==> config.mk <==
export PLATFORM = sky130hd
export DESIGN_NAME = pc_ras_unit
export DESIGN_NICKNAME = d
export VERILOG_FILES = /design/src/rtl/pc_ras_unit.sv
export SDC_FILE = /design/constraint.sdc
export NUM_CORES = 1
export LEC_CHECK = 0
export CAP_MARGIN = 25
export CORE_AREA = 2 2 114 116
export CTS_BUF_LIST = sky130_fd_sc_hd__clkbuf_16
export DETAILED_ROUTE_END_ITERATION = 6
export DIE_AREA = 0 0 116 118
export PLACE_DENSITY = 0.66
export SLEW_MARGIN = 20
export SYNTH_ARGS = -nofsm -noshare
export SYNTH_HDL_FRONTEND = slang
export SYNTH_SLANG_ARGS = --single-unit
==> constraint.sdc <==
create_clock -name clock -period 3.89 [get_ports clock]
set_input_delay 0.389 -clock clock [delete_from_list [all_inputs] [get_ports clock]]
set_output_delay 0.389 -clock clock [all_outputs]
set_load 0.01 [all_outputs]
==> src/rtl/pc_ras_unit.sv <==
// rtl/pc_ras_unit.sv - fetch PC, decode-resolved redirects, return-address stack and halt latch
//
// Ports:
//   clock, reset_n        : sole clock; asynchronous active-low reset
//   stall                 : load-use hazard, freezes every piece of state
//   dec_pc, dec_disp      : PC and displacement of the instruction in decode
//   dec_br_taken, dec_bal,
//   dec_br, dec_halt      : decoded control-flow class of that instruction
//   pc, imem_addr         : fetch PC (registered) and its low address bits (combinational)
//   flush                 : registered one-cycle squash of fetch and decode slots
//   halting               : sticky halt, cleared only by reset
//   ras_count             : valid return-stack entries
//   ras_overflow/underflow: sticky stack error flags
module pc_ras_unit #(
  parameter int PC_W      = 16,
  parameter int ADDR_W    = 12,
  parameter int DISP_W    = 8,
  parameter int RAS_DEPTH = 4,
  parameter logic [PC_W-1:0] RESET_PC = '0
) (
  input  logic                         clock,
  input  logic                         reset_n,
  input  logic                         stall,
  input  logic [PC_W-1:0]              dec_pc,
  input  logic [DISP_W-1:0]            dec_disp,
  input  logic                         dec_br_taken,
  input  logic                         dec_bal,
  input  logic                         dec_br,
  input  logic                         dec_halt,
  output logic [PC_W-1:0]              pc,
  output logic [ADDR_W-1:0]            imem_addr,
  output logic                         flush,
  output logic                         halting,
  output logic [$clog2(RAS_DEPTH):0]   ras_count,
  output logic                         ras_overflow,
  output logic                         ras_underflow
);

  localparam int PTR_W = $clog2(RAS_DEPTH);
  localparam int CNT_W = PTR_W + 1;
  localparam logic [CNT_W-1:0] CNT_FULL = CNT_W'(RAS_DEPTH);

  logic [PC_W-1:0]  pc_q;
  logic             flush_q;
  logic             halting_q;
  logic [CNT_W-1:0] cnt_q;
  logic             ovf_q;
  logic             unf_q;
  logic [PC_W-1:0]  stack_q [RAS_DEPTH];
  // top_q is the next slot to write; the newest entry sits at top_q-1.
  // Pushing onto a full stack simply wraps and overwrites the oldest slot.
  logic [PTR_W-1:0] top_q;

  logic [PC_W-1:0]  target;
  logic [PC_W-1:0]  ret_addr;
  logic [PC_W-1:0]  pc_inc;
  logic [PTR_W-1:0] top_idx;

  assign target   = dec_pc + PC_W'($signed(dec_disp));
  assign ret_addr = dec_pc + PC_W'(1);
  assign pc_inc   = pc_q + PC_W'(1);
  assign top_idx  = top_q - PTR_W'(1);

  always_ff @(posedge clock or negedge reset_n) begin
    if (!reset_n) begin
      pc_q      <= RESET_PC;
      flush_q   <= 1'b0;
      halting_q <= 1'b0;
      cnt_q     <= '0;
      ovf_q     <= 1'b0;
      unf_q     <= 1'b0;
      top_q     <= '0;
      for (int i = 0; i < RAS_DEPTH; i++) begin
        stack_q[i] <= '0;
      end
    end else if (!halting_q && !stall) begin
      if (flush_q) begin
        // decode slot holds a squashed bubble
        pc_q    <= pc_inc;
        flush_q <= 1'b0;
      end else if (dec_br) begin
        if (cnt_q != '0) begin
          pc_q    <= stack_q[top_idx];
          top_q   <= top_idx;
          cnt_q   <= cnt_q - CNT_W'(1);
          flush_q <= 1'b1;
        end else begin
          unf_q     <= 1'b1;
          halting_q <= 1'b1;
          flush_q   <= 1'b0;
        end
      end else if (dec_bal) begin
        stack_q[top_q] <= ret_addr;
        top_q          <= top_q + PTR_W'(1);
        if (cnt_q == CNT_FULL) begin
          ovf_q <= 1'b1;
        end else begin
          cnt_q <= cnt_q + CNT_W'(1);
        end
        pc_q    <= target;
        flush_q <= 1'b1;
      end else if (dec_br_taken) begin
        pc_q    <= target;
        flush_q <= 1'b1;
      end else if (dec_halt) begin
        halting_q <= 1'b1;
        flush_q   <= 1'b0;
      end else begin
        pc_q    <= pc_inc;
        flush_q <= 1'b0;
      end
    end
  end

  assign pc            = pc_q;
  assign imem_addr     = pc_q[ADDR_W-1:0];
  assign flush         = flush_q;
  assign halting       = halting_q;
  assign ras_count     = cnt_q;
  assign ras_overflow  = ovf_q;
  assign ras_underflow = unf_q;

endmodule

==> flow_summary.toml <==
[route]
wl_per_cell_um = 17.44
vias = 4608
routed_via_density = 5.724
antenna_left = 0
drc = 0
dr.pass1.iters = 4
drt-total-wl_mm = 14.04
drt_iter0_markers = 346

[worst_setup_path]
reg2reg_depth = 7
critPathLaunchType = "input port"
end_kind = "flop"
cp.required_ns = 4.10
crit_fanout = 7
r2r-start = "top_q[1]"
r2r_setup_slack_ns = 1.49
crit_type = "in2reg"
r2r_end = "pc[15]"
worst_ep_arrival_time_ns = 3.04

[yosys]
netlist.top_cell.by_area = "dfrtp_1"
synth_edf_count = 0
yosys-top-cells-count = "dfrtp_1, nand2_1, o21ai_0"
synthMuxAreaShare_pct = 8.560
synthCells = 582
synthAdderAreaFrac_pct = 5.495
synthSimpleGateAreaFrac_pct = 16.14
synth.ff_latch_count = 89
synth-xor-area-share_pct = 4.450
synth_area_leaders = "dfrtp_1, o21ai_0, mux4_2"
synth_top_area_share_pct = 40.42
mappedNetlistArea_mm2 = 0.005510
synth_warnings = 0
yosysSeqAreaShare_pct = 40.42
ys_types = 66
synthesis.nets = 636
async_reset_ff_share_pct = 100.0
synth_compound_area_share_pct = 20.21
synthFlopType = "dfrtp_1"
synth_area_per_cell_um2 = 9.468
synth_top_family_by_area = "compound AO/OA/AOI/OAI gates"

[sta]
worst_pin_slew_ns = 0.8057
final_hold_viol_count = 0
min_period_ns = 2.827
final.setup.tns_ns = 0
finalCritPeriodShare_pct = 72.67
setup_viol = 0
fmax_ghz = 0.3537
slew_viol_final = 0
finClkSkew_ns = 0.008806
rsz0062_at_grt = "no"
slew_headroom_pct = 46.29

[place]
post-dp-hpwl_mm = 10.56
io_buffer_count = 65
globalplace.congestion = 0.9132

[floorplanning]
initial_core_util_pct = 44.39
io_pins = 66
die_area_mm2 = 0.01369
row_count = 41
core_area_mm2 = 0.01241
die_w_um = 116
die_y_um = 118

[pwr]
pwr-share-seq_pct = 37.8
p_per_area_mw_per_mm2 = 653.6
ir_drop_uv = 219.6
p_clk_share_pct = 18.4
finalPower_mw = 4.240
internal_power_mw = 2.647
pwr-share-comb_pct = 43.8
p_leak_nw = 2.710
switchingPower_mw = 1.592
switching_share_pct = 37.56

[grt]
grt_usage_pct = 21.36
gr-total-overflow = 0
grt_pass1_vias = 4483
grt_max_degree = 65
grt_pass1_wl_mm = 22.70
antenna_found_initial = 0

[run]
maxCapViolations = 0

[final_layout]
fin_util_pct = 52.25
layout-drive-gt1-share_pct = 11.22
n_antenna_cell = 0
syn2layout_area_growth_pct = 17.71
final_net_count = 682

[worst_hold_path]
hp-class = "in2async"

[outcome]
outcome = "complete, no violations"

[clocking]
ctsResizeCount = 0
clockBufferDepth = 2
clock-sinks = 89
h-tree-depth = 3
path_clk_slew_ns = 0.07
insertion_delay_ns = 0.34
postCtsHoldBufs = 0
tritoncts = "built"
root_buffer = "clkbuf_16"
cts_made_buffers = 9
cts_setup_buffers = 0
kinds of logic (layout without fill, tap and decap cells):
logic type / after synthesis / count (layout)
adder cells (fa/ha/maj): 23 / 23
AND/OR/NAND/NOR: 189 / 189
AO/OA/AOI/OAI: 178 / 178
flip-flops: 89 / 89
buffers and inverters: 49 / 100
multiplexers: 26 / 26
XOR/XNOR: 28 / 28
area by class of cell:
cell class | instances | area, um2
flip-flops and latches | 89 | 2227
clock buffers | 9 | 225.2
repair buffers | 75 | 723.2
multi-input cells | 444 | 3023
fillers | 1135 | 5928
well taps | 172 | 215.2
clock inverters | 7 | 38.79
inverters | 9 | 33.78
state kept, by name, indices dropped and copies added, names as in the netlist:
| register | flops |
|---|---|
| ras_count | 3 |
| ras_underflow | 1 |
| flush | 1 |
| top_q | 2 |
| halting | 1 |
| pc | 16 |
| ras_overflow | 1 |
| stack_q | 64 |
critical path, stage by stage:
cell and delay [ns]:
clkdlybuf4s50_1 0.52, ha_1 0.30, fa_1 0.43, a211oi_1 0.39
o21bai_1 0.19, a2111oi_2 0.41, o21ai_0 0.17, xnor2_1 0.16
o21ai_0 0.08
layer usage:
metal	routed length [um]	share of wire [%]	track usage, %	vias to the layer above
met5	0	0	0	-
met4	380	2.7	8.333	0
met3	757	5.4	4.274	26
met2	6775	48	35.60	145
met1	6125	44	27.09	2240
li1	-	-	-	2197
layout by cell type, fill, tap and decap left out, drive strengths merged, types with 11 or more instances in the layout:
master / n
a21oi: 31
clkdlybuf4s50: 64
nor2: 40
nand3: 17
nand2: 89
xor2: 12
ha: 21
dfrtp: 89
o21ai: 88
xnor2: 16
buf: 11
mux4: 16
power by group through the flow:
| stage | registers (mW) | logic [mW] | clock network, mW |
|---|---|---|---|
| CTS | 1.60 | 1.85 | 0.797 |
| finish | 1.60 | 1.86 | 0.781 |
| global placement | 1.58 | 1.81 | 0 |
| global route | 1.65 | 2.04 | 0.839 |
| floorplan | 1.57 | 1.21 | 0 |
| detailed placement | 1.61 | 1.85 | 0 |
worst max path at each step:
stage,cells after the start,to,start
2_1_floorplan,9,pc[12],top_q[0]
3_3_place_gp,9,pc[14],dec_pc[0]
3_5_place_dp,9,pc[14],dec_pc[0]
4_1_cts,9,pc[14],dec_pc[0]
5_1_grt,9,pc[14],dec_pc[0]
6_report,9,pc[14],dec_pc[0]
per-stage QoR:
step | setup slack (ns) | area (um2) | hold slack (ns) | cells
2_1_floorplan | 1.265 | 5510 | 0.09341 | 582
3_3_place_gp | 0.7389 | 6222 | 0.4509 | 789
3_5_place_dp | 0.7463 | 6222 | 0.4474 | 789
4_1_cts | 1.102 | 6486 | 0.1531 | 805
5_1_grt | 0.9124 | 6486 | 0.1779 | 805
6_report | 1.063 | 6486 | 0.1112 | 805
Note: power is estimated with default switching activity, not from simulation.
